File: src/rtl/pid_controller.sv
// Registered PID controller: saturating integral (anti-windup), first-difference
// derivative and a full-precision sum clamped to the output width.
module pid_controller #(
  parameter int WIDTH = 16,
  parameter int KP    = 1,
  parameter int KI    = 1,
  parameter int KD    = 1
) (
  input  logic                    clk,
  input  logic                    reset,
  input  logic signed [WIDTH-1:0] setpoint,
  input  logic signed [WIDTH-1:0] feedback,
  output logic signed [WIDTH-1:0] control_out
);

  localparam int UW = 2*WIDTH + 4;

  localparam logic signed [UW-1:0] KP_W = UW'(KP);
  localparam logic signed [UW-1:0] KI_W = UW'(KI);
  localparam logic signed [UW-1:0] KD_W = UW'(KD);

  // Output-range limits, sign-extended to the width they are compared at
  localparam logic signed [WIDTH+1:0] IMAX = {3'b000, {(WIDTH-1){1'b1}}};
  localparam logic signed [WIDTH+1:0] IMIN = {3'b111, {(WIDTH-1){1'b0}}};
  localparam logic signed [UW-1:0]    UMAX = {{(UW-WIDTH+1){1'b0}}, {(WIDTH-1){1'b1}}};
  localparam logic signed [UW-1:0]    UMIN = {{(UW-WIDTH+1){1'b1}}, {(WIDTH-1){1'b0}}};

  logic signed [WIDTH-1:0] integ, integ_nxt, u_sat;
  logic signed [WIDTH:0]   err, prev_e;
  logic signed [WIDTH+1:0] isum, deriv;
  logic signed [UW-1:0]    u;

  always_comb begin
    err   = (WIDTH+1)'(setpoint) - (WIDTH+1)'(feedback);
    isum  = (WIDTH+2)'(integ) + (WIDTH+2)'(err);
    deriv = (WIDTH+2)'(err) - (WIDTH+2)'(prev_e);

    if (isum > IMAX)      integ_nxt = IMAX[WIDTH-1:0];
    else if (isum < IMIN) integ_nxt = IMIN[WIDTH-1:0];
    else                  integ_nxt = isum[WIDTH-1:0];

    // Operands widened first so no product or partial sum can overflow
    u = KP_W * UW'(err) + KI_W * UW'(integ_nxt) + KD_W * UW'(deriv);

    if (u > UMAX)      u_sat = UMAX[WIDTH-1:0];
    else if (u < UMIN) u_sat = UMIN[WIDTH-1:0];
    else               u_sat = u[WIDTH-1:0];
  end

  always_ff @(posedge clk) begin
    if (!reset) begin
      integ       <= '0;
      prev_e      <= '0;
      control_out <= '0;
    end else begin
      integ       <= integ_nxt;
      prev_e      <= err;
      control_out <= u_sat;
    end
  end

endmodule

File: config.mk
export PLATFORM = sky130hd
export DESIGN_NAME = pid_controller
export DESIGN_NICKNAME = d
export VERILOG_FILES = /design/src/rtl/pid_controller.sv
export SDC_FILE = /design/constraint.sdc
export NUM_CORES = 1
export LEC_CHECK = 0
export ABC_AREA = 1
export CAP_MARGIN = 15
export CORE_UTILIZATION = 53
export CTS_BUF_LIST = sky130_fd_sc_hd__clkbuf_8
export CTS_CLUSTER_SIZE = 12
export DETAILED_ROUTE_END_ITERATION = 10
export PLACE_DENSITY_LB_ADDON = 0.1
export SYNTH_ARGS = -nofsm -noshare
export SYNTH_HDL_FRONTEND = slang
export SYNTH_SLANG_ARGS = --single-unit
File: constraint.sdc
create_clock -name clk -period 8.6 [get_ports clk]
set_clock_uncertainty 0.2 [all_clocks]
set_input_delay 0.86 -clock clk [delete_from_list [all_inputs] [get_ports clk]]
set_output_delay 0.86 -clock clk [all_outputs]
set_load 0.01 [all_outputs]
==> results.py <==
metrics = {
    "clock_tree": {
        "clock-root-buffer": "clkbuf_8",
        "ctsHoldBuffers": 0,
        "cts_tree": "yes",
        "cts_buffer_depth": 2,
        "clk_latency_ns": 0.30,
        "cts_resized": 0,
        "htree_levels": 2,
        "cts.reportedPaths.clkPinSlew_ns": 0.09,
        "clock_sinks": 49,
        "cts_buffers": 5,
        "cts_setup_buffers": 0,
    },
    "synth": {
        "synth_seq_cells": 49,
        "synth_area_sq_mm": 0.004893,
        "synthTopCellsByCount": "nand2_1, inv_1, ha_1, nor2_1, dfxtp_1",
        "synth_xor_xnor_area_share_pct": 6.085,
        "synth_mux_area_share_pct": 0,
        "synth_fp_nets": 840,
        "yosys_warnings": 0,
        "synthArstFlopShare_pct": 0,
        "ys.flop_type": "dfxtp_1",
        "synth_top_area_share_pct": 20.05,
        "synth-adder-area-share_pct": 21.22,
        "yosys.area.top_type": "dfxtp_1",
        "syn-instance-count": 735,
        "synth_edf_count": 0,
        "yosysMostFrequentCell": "nand2_1",
        "yosysSeqAreaShare_pct": 20.05,
        "synth-simple-area-share_pct": 32.06,
        "synth.area.top_cells": "dfxtp_1, nand2_1, ha_1",
        "synth_cell_types": 39,
        "synth_compound_area_share_pct": 9.000,
        "synth_top_family_by_area": "simple AND/OR/NAND/NOR gates",
        "syn_area_per_cell_sq_um": 6.658,
    },
    "flow_run": {
        "drv_cap": 0,
    },
    "drt": {
        "drtIter0Drc": 188,
        "ant_nets": 0,
        "totalWireLength_microns": 11320,
        "drcViolationCount": 6,
        "wl_per_cell_microns": 12.71,
        "via_per_inst": 5.147,
        "dr_total_vias": 4586,
        "first_pass_iters": 8,
    },
    "status": {
        "status": "finished with violations",
        "violations": "DRC",
    },
    "timing": {
        "fin_crit_sh_pct": 83.93,
        "worst_slack_ns": 1.382,
        "slew_violations": 0,
        "fmax_ghz": 0.1385,
        "fin_setup_tns_ns": 0,
        "finalHoldViolations": 0,
        "rsz0062_at_grt": "no",
        "relSlewSlack_pct": 61.40,
        "period_needed_ns": 7.218,
        "setup_viol": 0,
        "worst_pin_slew_ns": 0.5772,
    },
    "layout": {
        "area_growth_pct": 14.42,
        "multi_input_area_sq_mm": 0.003346,
        "ff_latch_area_sq_um": 980.9,
        "fin_nets": 887,
        "insertedDiodeCount": 0,
        "utilization_pct": 63.28,
        "drive_gt1_share_pct": 5.747,
        "fillCellCount": 857,
    },
    "place": {
        "gp_congestion": 0.9600,
        "numPortBuffers": 49,
        "dp_hpwl_microns": 9450,
        "dp_slack_ns": 1.139,
    },
    "floorplan": {
        "start_util_pct": 55.30,
        "ios": 50,
        "core_area_sq_mm": 0.008848,
        "dieArea_sq_mm": 0.009622,
        "die_w_microns": 98.09,
        "row_count": 34,
        "fp.dieH_microns": 98.09,
    },
    "global_route": {
        "grt_pass1_vias": 4481,
        "antenna_found_initial": 0,
        "gr-usage-met3_pct": 2.147,
        "grt_util_all_layers_pct": 24.83,
        "grt_max_degree": 33,
        "grt_pass1_wl_microns": 19450,
        "grt-busiest-layer": "met2",
        "grt_util_met1_pct": 29.91,
        "grt_util_met2_pct": 46.75,
        "grt_overflow": 0,
    },
    "hold_path": {
        "hold_path_class": "reg -> reg",
    },
    "setup_path": {
        "reg2reg_slack_ns": 3.61,
        "crit_slowest_cell": "fa_1",
        "crit_path_start_kind": "primary input",
        "critical_path.max_fanout": 28,
        "crit_type": "in -> reg",
        "worst_path_most_repeated_cell": "nand2_1",
        "setup.worst_path.end_class": "register",
        "max_stage_delay_ns": 0.48,
        "crit_arrival_ns": 7.25,
        "required_ns": 8.63,
    },
}
[metal layers]
metal	wire, microns	vias to the layer above
li1	-	2376
met1	5158	2081
met2	5520	110
met3	405	19
met4	236	0
met5	0	-
[metrics by stage]
stage	area, sq um	hold slack, ns	cells
after floorplan	4893	0.2985	735
after global placement	5451	0.3350	882
after detailed placement	5451	0.3522	882
after CTS	5572	0.3655	890
after global routing	5599	0.3956	891
final	5599	0.3574	891
[placed cells by master, fill, tap and decap left out, types with 5 or more instances in the layout]
cell             Yosys  routed
a21oi_1             42      42
a21oi_2              9       9
clkbuf_8             0       6
clkdlybuf4s50_1      0      49
dfxtp_1             49      49
fa_1                20      20
ha_1                51      51
inv_1              131     131
nand2_1            220     220
nand2_2             14      14
nand3_1             43      43
nand3b_1             5       5
nor2_1              50      50
nor3_1               7       7
o21ai_0             10      10
o21bai_1             5       5
xnor2_1             10      10
xor2_1              24      24
[logic make-up after synthesis]
| logic type | count (synthesis) |
|---|---|
| compound gates | 75 |
| xor+xnor | 34 |
| fa+ha+maj | 71 |
| flops | 49 |
| simple gates | 363 |
| buf+inv | 143 |
[area by class of cell]
type | instances | share of cell area [%]
clock buffer | 6 | 1.475
timing repair buffer | 50 | 9.251
multi-input combinational | 543 | 59.75
inverter | 133 | 8.916
clock inverter | 2 | 0.6704
sequential | 49 | 17.52
tap | 108 | 2.413
[final timing paths]
kind	start	end	cells after the start
worst max-delay path	setpoint[0]	control_out[0]$_SDFF_PN0_	43
worst min-delay path	prev_e[0]$_SDFF_PN0_	control_out[0]$_SDFF_PN0_	2
worst max register to register	integ[0]$_SDFF_PN0_	control_out[0]$_SDFF_PN0_	29
worst min register to register	prev_e[0]$_SDFF_PN0_	control_out[0]$_SDFF_PN0_	2
[worst max-delay path, delay by kind of cell]
family	cells	cell delay, ns
simple gates	28	3.08
fa+ha+maj	6	2.10
buf+inv	7	0.88
compound gates	2	0.28
[registers in the layout, indices dropped and copies added (netlist names)]
register	flops
control_out	16
integ	16
prev_e	17
Power is left out: the tool's default activity adds up to more than one toggle a clock period on the data nets, which glitch-free logic cannot reach.
